$ cat src/rtl/fp16_adder.sv
// -----------------------------------------------------------------------------
// fp16_adder
//   Three-stage pipelined IEEE-754 binary16 adder for the neuron datapath.
//   One operand pair may be accepted per cycle. The sum appears on out_Out
//   together with a one-cycle out_Ready strobe after the third rising edge,
//   counting the capture edge. out_Out holds its last value while out_Ready=0.
//
//   Stage 1 (align)     : unpack, order by magnitude, align smaller significand
//                         with guard/round/sticky bits, resolve special cases.
//   Stage 2 (add)       : effective add or subtract of the aligned significands.
//   Stage 3 (normalize) : normalize, round, detect overflow/underflow, pack.
//
//   Subnormal operands are treated as signed zero; tiny results flush to +0.
//   Default rounding is truncation (toward zero). Define the macro
//   FP16_ADD_ROUND_NEAREST_EN to round to nearest, ties to even.
//
// Ports:
//   clk       in   1   rising-edge clock
//   rst       in   1   synchronous active-high reset
//   in_A      in  16   operand A (binary16)
//   in_B      in  16   operand B (binary16)
//   in_En     in   1   operand-valid strobe
//   out_Out   out 16   registered sum (binary16)
//   out_Ready out  1   registered result-valid strobe
// -----------------------------------------------------------------------------
module fp16_adder (
    input  logic        clk,
    input  logic        rst,
    input  logic [15:0] in_A,
    input  logic [15:0] in_B,
    input  logic        in_En,
    output logic [15:0] out_Out,
    output logic        out_Ready
);

    // Leading-zero count over a 14-bit vector (returns 14 for an all-zero input).
    function automatic logic [3:0] lzc14(input logic [13:0] v);
        logic [3:0] n;
        logic       found;
        n     = 4'd0;
        found = 1'b0;
        for (int i = 13; i >= 0; i--) begin
            if (found) begin
                n = n;
            end else if (v[i]) begin
                found = 1'b1;
            end else begin
                n = n + 4'd1;
            end
        end
        return n;
    endfunction

    // ---------------------------------------------------------------- unpack
    logic        a_sign_s, b_sign_s;
    logic [4:0]  a_exp_s, b_exp_s;
    logic [9:0]  a_frac_s, b_frac_s;
    logic        a_zero_s, b_zero_s, a_inf_s, b_inf_s, a_nan_s, b_nan_s;
    logic [10:0] a_sig_s, b_sig_s;
    logic [14:0] a_mag_s, b_mag_s;

    assign a_sign_s = in_A[15];
    assign b_sign_s = in_B[15];
    assign a_exp_s  = in_A[14:10];
    assign b_exp_s  = in_B[14:10];
    assign a_frac_s = in_A[9:0];
    assign b_frac_s = in_B[9:0];
    assign a_zero_s = (a_exp_s == 5'd0);
    assign b_zero_s = (b_exp_s == 5'd0);
    assign a_inf_s  = (a_exp_s == 5'd31) && (a_frac_s == 10'd0);
    assign b_inf_s  = (b_exp_s == 5'd31) && (b_frac_s == 10'd0);
    assign a_nan_s  = (a_exp_s == 5'd31) && (a_frac_s != 10'd0);
    assign b_nan_s  = (b_exp_s == 5'd31) && (b_frac_s != 10'd0);
    // Exponent 0 means zero here: no hidden bit and zero magnitude.
    assign a_sig_s  = a_zero_s ? 11'd0 : {1'b1, a_frac_s};
    assign b_sig_s  = b_zero_s ? 11'd0 : {1'b1, b_frac_s};
    assign a_mag_s  = a_zero_s ? 15'd0 : in_A[14:0];
    assign b_mag_s  = b_zero_s ? 15'd0 : in_B[14:0];

    // ---------------------------------------------------------------- stage 1
    logic        l_sign_s;
    logic [4:0]  l_exp_s, s_exp_s, diff_s;
    logic [10:0] l_sig_s, s_sig_s;
    logic [27:0] wide_s;
    logic [13:0] small_al_s;
    logic        spec_s;
    logic [15:0] spec_val_s;

    // Order operands by magnitude and align the smaller one ({sig, G, R, S}).
    always_comb begin
        l_sign_s   = a_sign_s;
        l_exp_s    = a_exp_s;
        l_sig_s    = a_sig_s;
        s_exp_s    = b_exp_s;
        s_sig_s    = b_sig_s;
        if (a_mag_s >= b_mag_s) begin
            l_sign_s = a_sign_s;
            l_exp_s  = a_exp_s;
            l_sig_s  = a_sig_s;
            s_exp_s  = b_exp_s;
            s_sig_s  = b_sig_s;
        end else begin
            l_sign_s = b_sign_s;
            l_exp_s  = b_exp_s;
            l_sig_s  = b_sig_s;
            s_exp_s  = a_exp_s;
            s_sig_s  = a_sig_s;
        end
        diff_s = l_exp_s - s_exp_s;
        wide_s = {s_sig_s, 17'd0} >> diff_s;
        // Shifts of 13 or more leave nothing but the sticky bit.
        if (diff_s >= 5'd13) begin
            small_al_s = {13'd0, |s_sig_s};
        end else begin
            small_al_s = {wide_s[27:15], |wide_s[14:0]};
        end
    end

    // Resolve results that bypass the arithmetic path.
    always_comb begin
        spec_s     = 1'b0;
        spec_val_s = 16'h0000;
        if (a_nan_s || b_nan_s || (a_inf_s && b_inf_s && (a_sign_s != b_sign_s))) begin
            spec_s     = 1'b1;
            spec_val_s = 16'h7E00;
        end else if (a_inf_s) begin
            spec_s     = 1'b1;
            spec_val_s = {a_sign_s, 15'h7C00};
        end else if (b_inf_s) begin
            spec_s     = 1'b1;
            spec_val_s = {b_sign_s, 15'h7C00};
        end else if (a_zero_s && b_zero_s && a_sign_s && b_sign_s) begin
            spec_s     = 1'b1;
            spec_val_s = 16'h8000;
        end else begin
            spec_s     = 1'b0;
            spec_val_s = 16'h0000;
        end
    end

    logic        v1_r, sign1_r, sub1_r, spec1_r;
    logic [4:0]  exp1_r;
    logic [10:0] big1_r;
    logic [13:0] small1_r;
    logic [15:0] spec_val1_r;

    // Stage 1 pipeline register.
    always_ff @(posedge clk) begin
        if (rst) begin
            v1_r        <= 1'b0;
            sign1_r     <= 1'b0;
            sub1_r      <= 1'b0;
            spec1_r     <= 1'b0;
            exp1_r      <= 5'd0;
            big1_r      <= 11'd0;
            small1_r    <= 14'd0;
            spec_val1_r <= 16'h0000;
        end else begin
            v1_r        <= in_En;
            sign1_r     <= l_sign_s;
            sub1_r      <= a_sign_s ^ b_sign_s;
            spec1_r     <= spec_s;
            exp1_r      <= l_exp_s;
            big1_r      <= l_sig_s;
            small1_r    <= small_al_s;
            spec_val1_r <= spec_val_s;
        end
    end

    // ---------------------------------------------------------------- stage 2
    logic [14:0] sum_s;

    // Larger magnitude is always first, so the subtraction never goes negative.
    always_comb begin
        sum_s = 15'd0;
        if (sub1_r) begin
            sum_s = {1'b0, big1_r, 3'b000} - {1'b0, small1_r};
        end else begin
            sum_s = {1'b0, big1_r, 3'b000} + {1'b0, small1_r};
        end
    end

    logic        v2_r, sign2_r, spec2_r;
    logic [4:0]  exp2_r;
    logic [14:0] sum2_r;
    logic [15:0] spec_val2_r;

    // Stage 2 pipeline register.
    always_ff @(posedge clk) begin
        if (rst) begin
            v2_r        <= 1'b0;
            sign2_r     <= 1'b0;
            spec2_r     <= 1'b0;
            exp2_r      <= 5'd0;
            sum2_r      <= 15'd0;
            spec_val2_r <= 16'h0000;
        end else begin
            v2_r        <= v1_r;
            sign2_r     <= sign1_r;
            spec2_r     <= spec1_r;
            exp2_r      <= exp1_r;
            sum2_r      <= sum_s;
            spec_val2_r <= spec_val1_r;
        end
    end

    // ---------------------------------------------------------------- stage 3
    logic [3:0]         lz_s;
    logic [13:0]        mant_s;
    logic signed [6:0]  exp_n_s;
    logic [9:0]         frac_s;
    logic [15:0]        res_s;
`ifdef FP16_ADD_ROUND_NEAREST_EN
    logic               round_up_s;
    logic [11:0]        rnd_s;
`else
    logic               unused_grs_s;
    assign unused_grs_s = ^{mant_s[13], mant_s[2:0]};
`endif

    // Normalize ({hidden, frac, G, R, S} in mant_s), round and pack.
    always_comb begin
        lz_s    = lzc14(sum2_r[13:0]);
        mant_s  = 14'd0;
        exp_n_s = 7'sd0;
        frac_s  = 10'd0;
        res_s   = 16'h0000;
        if (sum2_r[14]) begin
            // Carry out: shift right one, folding the dropped bit into sticky.
            mant_s  = {sum2_r[14:2], sum2_r[1] | sum2_r[0]};
            exp_n_s = $signed({2'b00, exp2_r}) + 7'sd1;
        end else begin
            mant_s  = sum2_r[13:0] << lz_s;
            exp_n_s = $signed({2'b00, exp2_r}) - $signed({3'b000, lz_s});
        end
`ifdef FP16_ADD_ROUND_NEAREST_EN
        round_up_s = mant_s[2] & (mant_s[1] | mant_s[0] | mant_s[3]);
        rnd_s      = {1'b0, mant_s[13:3]} + {11'd0, round_up_s};
        // A rounding carry means the significand became 10.000...: renormalize.
        if (rnd_s[11]) begin
            frac_s  = rnd_s[10:1];
            exp_n_s = exp_n_s + 7'sd1;
        end else begin
            frac_s  = rnd_s[9:0];
        end
`else
        frac_s = mant_s[12:3];
`endif
        if (spec2_r) begin
            res_s = spec_val2_r;
        end else if (sum2_r == 15'd0) begin
            res_s = 16'h0000;
        end else if (exp_n_s < 7'sd1) begin
            res_s = 16'h0000;
        end else if (exp_n_s > 7'sd30) begin
            res_s = {sign2_r, 15'h7C00};
        end else begin
            res_s = {sign2_r, exp_n_s[4:0], frac_s};
        end
    end

    // Output register: strobe follows the stage 2 valid, data holds when idle.
    always_ff @(posedge clk) begin
        if (rst) begin
            out_Out   <= 16'h0000;
            out_Ready <= 1'b0;
        end else begin
            out_Ready <= v2_r;
            if (v2_r) begin
                out_Out <= res_s;
            end else begin
                out_Out <= out_Out;
            end
        end
    end

endmodule

$ cat config.mk
export PLATFORM = sky130hd
export DESIGN_NAME = fp16_adder
export DESIGN_NICKNAME = d
export VERILOG_FILES = /design/src/rtl/fp16_adder.sv
export SDC_FILE = /design/constraint.sdc
export NUM_CORES = 1
export LEC_CHECK = 0
export CAP_MARGIN = 10
export CORE_MARGIN = 4
export CORE_UTILIZATION = 55
export DETAILED_ROUTE_END_ITERATION = 6
export MAX_ROUTING_LAYER = met4
export PLACE_DENSITY = 0.87
export SLEW_MARGIN = 20
export SYNTH_ARGS = -nofsm -noshare
export SYNTH_HDL_FRONTEND = slang
export SYNTH_SLANG_ARGS = --single-unit
export TNS_END_PERCENT = 1
$ cat constraint.sdc
create_clock -name clk -period 7.6 [get_ports clk]
set_clock_uncertainty 0.05 [all_clocks]
set_input_delay 1.52 -clock clk [delete_from_list [all_inputs] [get_ports clk]]
set_output_delay 1.52 -clock clk [all_outputs]
set_load 0.01 [all_outputs]
==> results of run 1 <==
==> placed cells by master, fill, tap and decap left out, drive strengths merged, types with 23 or more instances in the layout <==
| cell | n |
|---|---|
| dfxtp | 80 |
| xnor2 | 23 |
| nor2b | 29 |
| nand3 | 31 |
| clkdlybuf4s50 | 50 |
| o21ai | 43 |
| inv | 56 |
| nand2 | 82 |
| a21oi | 82 |
| ha | 55 |
| buf | 63 |
| mux2i | 36 |
| nor2 | 122 |
==> layout make-up <==
class                   count  area (um2)
inverters                  53         199
clock buffers               9         225
multi-input cells         750        5160
well taps                 168         210
clock inverters             7         135
flip-flops and latches     80        1610
fillers                   915        3750
repair buffers            113         975
==> final timing paths <==
| check | to | slack [ns] | start | cells past startpoint |
|---|---|---|---|---|
| setup reg to reg | out_Out[6]$_SDFFE_PP0P_ | -0.50 | sum2_r[12]$_SDFF_PP0_ | 45 |
| hold / removal | exp2_r[4]$_SDFF_PP0_ | 0.39 | exp1_r[4]$_SDFF_PP0_ | 1 |
| setup / recovery | out_Out[6]$_SDFFE_PP0P_ | -0.50 | sum2_r[12]$_SDFF_PP0_ | 45 |
| hold reg to reg | exp2_r[4]$_SDFF_PP0_ | 0.39 | exp1_r[4]$_SDFF_PP0_ | 1 |
==> per-stage QoR <==
stage / cell area, um2 / instances / utilization
final: 8510 / 1180 / 0.694
after global routing: 8510 / 1180 / 0.694
after CTS: 8430 / 1178 / 0.687
after detailed placement: 7920 / 1148 / 0.646
after global placement: 7920 / 1148 / 0.646
after floorplan: 7120 / 947 / -
==> power by group <==
group	total (mW)	internal [mW]	switching [mW]
registers	0.524	0.464	0.0597
clock network	0.516	0.328	0.188
logic	2.24	1.02	1.22
==> state kept, by name, indices dropped and copies added, names as in the netlist <==
name,cells
sign2_r,1
out_Ready,1
exp2_r,5
spec_val2_r,3
sub1_r,1
out_Out,16
v2_r,1
spec1_r,1
sum2_r,15
spec2_r,1
spec_val1_r,3
sign1_r,1
v1_r,1
exp1_r,5
small1_r,14
big1_r,11
==> repair_timing <==
item,4_1_cts,5_1_grt
resized for setup,11,13
pin swaps,30,20
buffers inserted,14,2
setup endpoints to repair,15,16
==> routing by layer <==
metal / track usage / share of wire
met1: 0.325 / 0.40
met2: 0.478 / 0.48
met3: 0.0373 / 0.069
met4: 0.152 / 0.052
met5: - / 0
==> logic make-up after synthesis <==
group,count (synthesis),synth area share
AOI/OAI and AO/OA,244,0.232
xor gates and xnor gates,33,0.0423
adders and majority gates,58,0.105
buffers and inverters,117,0.0666
DFF,80,0.229
muxes,45,0.0659
and+or+nand+nor,370,0.259
==> metrics.txt, run 1 <==
Worst path slowest cell dfxtp_4; DRC Markers 0; vias per cell 6.23; via count about 7.4k; DP HPWL 14.2 mm; min Tclk post-route 8.10 ns; Startpoint Class register; Clk Latency, worst-skew pair ~0.34 ns; top cells by area, synth dfxtp_1, ha_1, nor2_1; CTS Buffer Depth 2; layout cells sized above 1 0.137; final hold viol count 0; DRT iter0 DRCs 813; crit path max fanout 4; H-tree depth 3; Root Buffer clkbuf_16; vias in the first global route 7035; Tot Pwr ~3.3 mW; Ant. Diodes 0; DRT antenna net count 0; failing checks negative setup slack; TritonCTS clock tree built; ys async rst share 0; largest area contributor in the netlist dfxtp_1; Top cell by count, worst path buf_4; synthesized area 0.00701 mm2; core box area 0.0123 mm2; Avg WL per Cell between 15 and 20 um; Mean Syn Cell Area 7.40 um2; Unique masters post-synth 84; GRT Util Overall 0.283; Area Overhead vs Synth 21.5%; RSZ-0062 raised after global routing yes; Cells after Synth between 900 and 1k; Clock transition at path regs 0.07 ns; port bufs 51; Fmax approximately 0.12 GHz; largest net degree at the start of global routing 64; Hold WC Path Type register to register; most common cell in the netlist nor2_1; Peak supply drop 0.219 mV; synthesized flop and latch total 80; I/O pins 52; hold buffers post-CTS 0; Worst Path Required 7.78 ns; register area share after synthesis 0.229; GPL Wtd Cong between 1 and 1.5; status complete, but fails checks; maxcap violations 0; Starting Density 0.572; Setup CP Type register to register; top_reg_cell synth dfxtp_1; final wirelength 20.7 mm; WP data arrival 8.28 ns; Synthesized Nets 1039; top cell type's share of synthesized area 0.229; Worst Tran Pin Value 0.920 ns; number of synthesized flops with an enable pin 0; Num CTS Buffers 9; setup TNS -5.77 ns; critical path buffer and inverter count 10; gr ovfl total 0; first-pass detailed-route iteration total 5; antenna violations before repair 0; hold_ws 0.387 ns; Final Cycle Share 1.07; Final WS setup -0.499 ns; LEAKAGE 3.54 nW; top post-synthesis cells by count nor2_1, nand2_1, a21oi_1, dfxtp_1, ha_1; P per Cell Area a little under 400 mW/mm2; Final nets 1099; die area 0.0146 mm2; crit-path max cell delay 0.36 ns; num rows 40; first-pass GRT wire length 33.2 mm; worst slack, placed -0.428 ns; Die H 121 um; Syn. warnings 0; clock tree sinks 80; DIE WIDTH 121 um; Top Family by Delay on Critical Path compound AO/OA/AOI/OAI gates; Max-slew headroom 0.371; Setup violations, final 15; CP endpoint kind register; Slew Limit Fails 0
No activity file was read; power rests on OpenSTA's default activity.
==> inputs of run 2 (changes only) <==
==> constraint.sdc (replaced) <==
create_clock -name clk -period 6.8 [get_ports clk]
set_clock_uncertainty 0.05 [all_clocks]
set_input_delay 1.36 -clock clk [delete_from_list [all_inputs] [get_ports clk]]
set_output_delay 1.36 -clock clk [all_outputs]
set_load 0.01 [all_outputs]
==> run 2 against run 1 <==
The run still ends with negative setup slack left; combinational power rose by 9.8%; wire length fell by 5.6%; sequential power rose by 10%; die area did not move; sequential share of layout area fell by 0.080 points; critical endpoint is now out_Out[9]$_SDFFE_PP0P_; largest cell class unchanged; largest power group unchanged; highest routed layer unchanged.
==> metrics.txt, run 2 (same netlist as run 1, synthesis figures left out) <==
status complete, but fails checks; failing checks negative setup slack; first-pass GRT wire length between 30 and 40 mm; setup TNS -15.95 ns; antenna violations before repair 0; Worst Tran Pin Value between 0.8 and 0.9 ns; M1 WL 8.11 mm; worst r2r dst out_Out[9]$_SDFFE_PP0P_; Area Overhead vs Synth 22.0%; Critical Path Source sum2_r[12]$_SDFF_PP0_; maxcap violations 0; most common cell after layout, fill and taps aside nor2_1; Clk Latency, worst-skew pair 0.34 ns; critical path buffer and inverter count 0; Startpoint Class register; DRC Markers 0; commonest non-fill, non-tap cells in the layout nor2_1, a21oi_1, nand2_1; Die H 121 um; final hold viol count 0; R2R Setup Slk -1.12 ns; largest net degree at the start of global routing 64; DRT antenna net count 0; multi-input logic area 0.00511 mm2; Hold WC Path Type register to register; Final nets 1115; Top Layer Used met4; H-tree depth 3; crit path capture out_Out[9]$_SDFFE_PP0P_; max FFs per register 16; gr ovfl total 0; Slew Limit Fails 0; worst r2r src sum2_r[12]$_SDFF_PP0_; met2 routed WL slightly below 10 mm; Worst R2R Path Depth 40; Peak supply drop ~0.26 mV; P per Cell Area around 420 mW/mm2; CP endpoint kind register; Final Cycle Share 1.16; Setup CP Type register to register; WP data arrival 8.13 ns; num rows 40; layout cells sized above 1 0.147; LEAKAGE 3.60 nW; crit-path max cell delay 0.40 ns; Fmax 0.126 GHz; I/O pins 52; number of fill cells 919; die area 0.0146 mm2; CTS Buffer Depth 2; core box area 0.0123 mm2; Setup violations, final 16; worst slack, placed -1.16 ns; Tot Pwr 3.57 mW; Worst Path Required 7.01 ns; Avg WL per Cell 16.4 um; first-pass detailed-route iteration total 5; Largest Register out_Out; final wirelength a little under 20 mm; biggest regs out_Out x16, sum2_r x15, small1_r x14; hold_ws 0.393 ns; RSZ-0062 raised after global routing yes; Num CTS Buffers 9; DIE WIDTH approximately 120 um; crit path max fanout 7; GRT Util Overall 0.269; DP HPWL 14.4 mm; min Tclk post-route about 7.9 ns; Ant. Diodes 0; Top Family by Delay on Critical Path compound AO/OA/AOI/OAI gates; Clock transition at path regs 0.07 ns; Root Buffer clkbuf_16; Starting Density 0.572; routed wl met3 1.11 mm; GPL Wtd Cong 1.01; vias per cell 6.08; design area 0.00855 mm2; Post-Place Cell Area 0.00811 mm2; Worst path slowest cell or3_1; vias in the first global route 6843; port bufs 51; TritonCTS clock tree built; Crit. path cell count 40; Final WS setup -1.12 ns; DRT iter0 DRCs between 600 and 700; Sequential Area 0.00161 mm2; Max-slew headroom 0.437; Top cell by count, worst path ha_1; via count ~7.3k; clock tree sinks 80
==> run 2: through the flow <==
step	util	std cells
finish	0.697	1196
global route	0.697	1196
CTS	0.694	1194
detailed placement	0.661	1173
global placement	0.661	1173
floorplan	-	947
==> run 2: timing repair <==
item                       4_1_cts  5_1_grt
setup endpoints to repair       16       16
hold buffers                     0        0
resized for setup                9        7
pin swaps                       24       17
setup buffers                    5        2
==> run 2: worst min-delay path by stage <==
stage / startpoint / end / slack [ns] / depth (start not counted)
2_1_floorplan: exp1_r[0]$_SDFF_PP0_ / exp2_r[0]$_SDFF_PP0_ / 0.36 / 1
3_3_place_gp: v1_r$_SDFF_PP0_ / v2_r$_SDFF_PP0_ / 0.37 / 1
5_1_grt: v1_r$_SDFF_PP0_ / v2_r$_SDFF_PP0_ / 0.41 / 1
4_1_cts: v1_r$_SDFF_PP0_ / v2_r$_SDFF_PP0_ / 0.39 / 1
6_report: v1_r$_SDFF_PP0_ / v2_r$_SDFF_PP0_ / 0.39 / 1
3_5_place_dp: v1_r$_SDFF_PP0_ / v2_r$_SDFF_PP0_ / 0.38 / 1
==> run 2: power breakdown <==
part           leakage [nW]  internal [mW]  switching (mW)
registers             0.657          0.519          0.0575
logic                  2.78           1.14            1.31
clock network         0.160          0.329           0.204
==> run 2: final cells by class <==
cell class / instances / share of cell area
clock buffer: 9 / 0.0263
clock inverter: 7 / 0.0126
inverter: 53 / 0.0233
multi-input combinational: 750 / 0.597
sequential: 80 / 0.188
tap: 168 / 0.0246
timing repair buffer: 129 / 0.128
==> run 2: metal layers <==
metal	up-vias	global-route usage
li1	3514	-
met1	3356	0.319
met2	337	0.468
met3	61	0.0317
met4	0	0.101
met5	-	-
==> inputs of run 3 (changes only) <==
--- a/config.mk
+++ b/config.mk
@@ -11,6 +11,7 @@
 export DETAILED_ROUTE_END_ITERATION = 6
 export MAX_ROUTING_LAYER = met4
 export PLACE_DENSITY = 0.87
+export SETUP_SLACK_MARGIN = 0.4
 export SLEW_MARGIN = 20
 export SYNTH_ARGS = -nofsm -noshare
 export SYNTH_HDL_FRONTEND = slang
==> constraint.sdc (replaced) <==
create_clock -name clk -period 6.8 [get_ports clk]
set_clock_uncertainty 0.05 [all_clocks]
set_input_delay 2.04 -clock clk [delete_from_list [all_inputs] [get_ports clk]]
set_output_delay 2.04 -clock clk [all_outputs]
set_load 0.01 [all_outputs]
==> run 3 against run 2 <==
The flow still finishes with violations (negative setup slack); sequential share of layout area shrank 0.54 points; register-to-register slack hardly changed; via count is essentially flat; maximum frequency decreased by 0.18%; die area unchanged; critical endpoint unchanged; largest power group unchanged.
==> metrics.txt, run 3 (same netlist as run 1, synthesis figures left out) <==
crit path max fanout 7; antenna violations before repair 0; DIE WIDTH 121 um; H-tree depth 3; core box area 0.0123 mm2; Slew Limit Fails 0; crit-path max cell delay around 0.47 ns; clock tree sinks 80; Die H ~120 um; vias in the first global route a little over 7k; WP data arrival 8.16 ns; Avg WL per Cell 16.2 um; Setup violations, final 16; DRC Markers 0; Combinational Power Share 0.699; Num CTS Buffers 9; Inst Count DP 1199; layout cells sized above 1 0.178; worst slack, placed -1.39 ns; DRT iter0 DRCs 725; Tot Pwr 3.53 mW; Worst Path Required around 7.0 ns; Worst path slowest cell or3_1; first-pass detailed-route iteration total 5; via count approximately 7.3k; commonest non-fill, non-tap cells in the layout nor2_1, buf_4, a21oi_1; Startpoint Class register; Starting Density 0.572; Area Overhead vs Synth 25.7%; Ant. Diodes 0; Hold WC Path Type register to register; largest net degree at the start of global routing 64; most common cell after layout, fill and taps aside nor2_1; Largest Register out_Out; hold buffers post-CTS 0; num rows 40; final hold viol count 0; die area approximately 0.015 mm2; Max-slew headroom 0.399; Top Family by Delay on Critical Path compound AO/OA/AOI/OAI gates; Switch Pwr about 1.6 mW; internal power 1.95 mW; Clk Latency, worst-skew pair about 0.35 ns; Clock transition at path regs 0.07 ns; hold_sp exp1_r[1]$_SDFF_PP0_; DRT antenna net count 0; Critical Path Source sum2_r[11]$_SDFF_PP0_; P per Cell Area 401 mW/mm2; Top cell by count, worst path ha_4; Peak supply drop 0.260 mV; Fmax 0.126 GHz; gr ovfl total 0; register share of total power 0.163; maxcap violations 0; DP HPWL 15.0 mm; power share of the clock group 0.138; Switching Fraction 0.448; GPL Wtd Cong 0.993; TritonCTS clock tree built; Final nets roughly 1.1k; vias per cell 5.95; Root Buffer clkbuf_16; critical path buffer and inverter count 0; port bufs 51; Setup CP Type register to register; worst r2r src sum2_r[11]$_SDFF_PP0_; CP endpoint kind register; setup TNS -15.69 ns; min Tclk post-route 7.94 ns; status complete, but fails checks; GRT Util Overall 0.281; biggest regs out_Out x16, sum2_r x15, small1_r x14; Final Cycle Share 1.17; RSZ-0062 raised after global routing yes; LEAKAGE 3.72 nW; I/O pins 52; Final Non-Filler Cells 1220; first-pass GRT wire length 33.2 mm; final wirelength 19.8 mm; Worst Tran Pin Value 0.902 ns; CTS Buffer Depth 2; max FFs per register 16; Final WS setup -1.14 ns; failing checks negative setup slack
-- run 3: per-stage QoR --
step / hold slack, ns / cell area (um2) / utilization
after global placement: 0.365 / 8320 / 0.678
final: 0.387 / 8810 / 0.718
after global routing: 0.412 / 8810 / 0.718
after CTS: 0.386 / 8710 / 0.711
after detailed placement: 0.372 / 8320 / 0.678
after floorplan: 0.364 / 7120 / -
-- run 3: repair_timing --
action | 4_1_cts | 5_1_grt
setup endpoints to repair | 17 | 23
buffers inserted | 4 | 1
gates resized for setup | 15 | 14
pin swaps | 21 | 4
-- run 3: area by class of cell --
| class | instances | area (um2) |
|---|---|---|
| tap | 168 | 210 |
| inverter | 53 | 199 |
| clock inverter | 7 | 72.6 |
| fill | 921 | 3450 |
| clock buffer | 9 | 225 |
| timing repair buffer | 153 | 1280 |
| sequential | 80 | 1610 |
| multi-input combinational | 750 | 5210 |
-- run 3: layer usage --
metal	track usage	vias up	wire length (um)
met5	-	-	0
met4	0.144	0	924
met3	0.0340	74	1120
met2	0.479	292	9580
met1	0.324	3328	8180
li1	-	3570	-
-- run 3: path summary, 6_finish.rpt --
path	to	cells past startpoint	slack (ns)
setup / recovery	out_Out[9]$_SDFFE_PP0P_	40	-1.14
hold / removal	exp2_r[1]$_SDFF_PP0_	1	0.39
setup reg to reg	out_Out[9]$_SDFFE_PP0P_	40	-1.14
hold reg to reg	exp2_r[1]$_SDFF_PP0_	1	0.39
-- run 3: power groups by stage --
stage	logic, mW	registers (mW)	clock network [mW]
floorplan	1.54	0.558	0
global placement	2.25	0.581	0
detailed placement	2.30	0.583	0
CTS	2.37	0.575	0.490
global route	2.69	0.583	0.508
finish	2.47	0.576	0.487
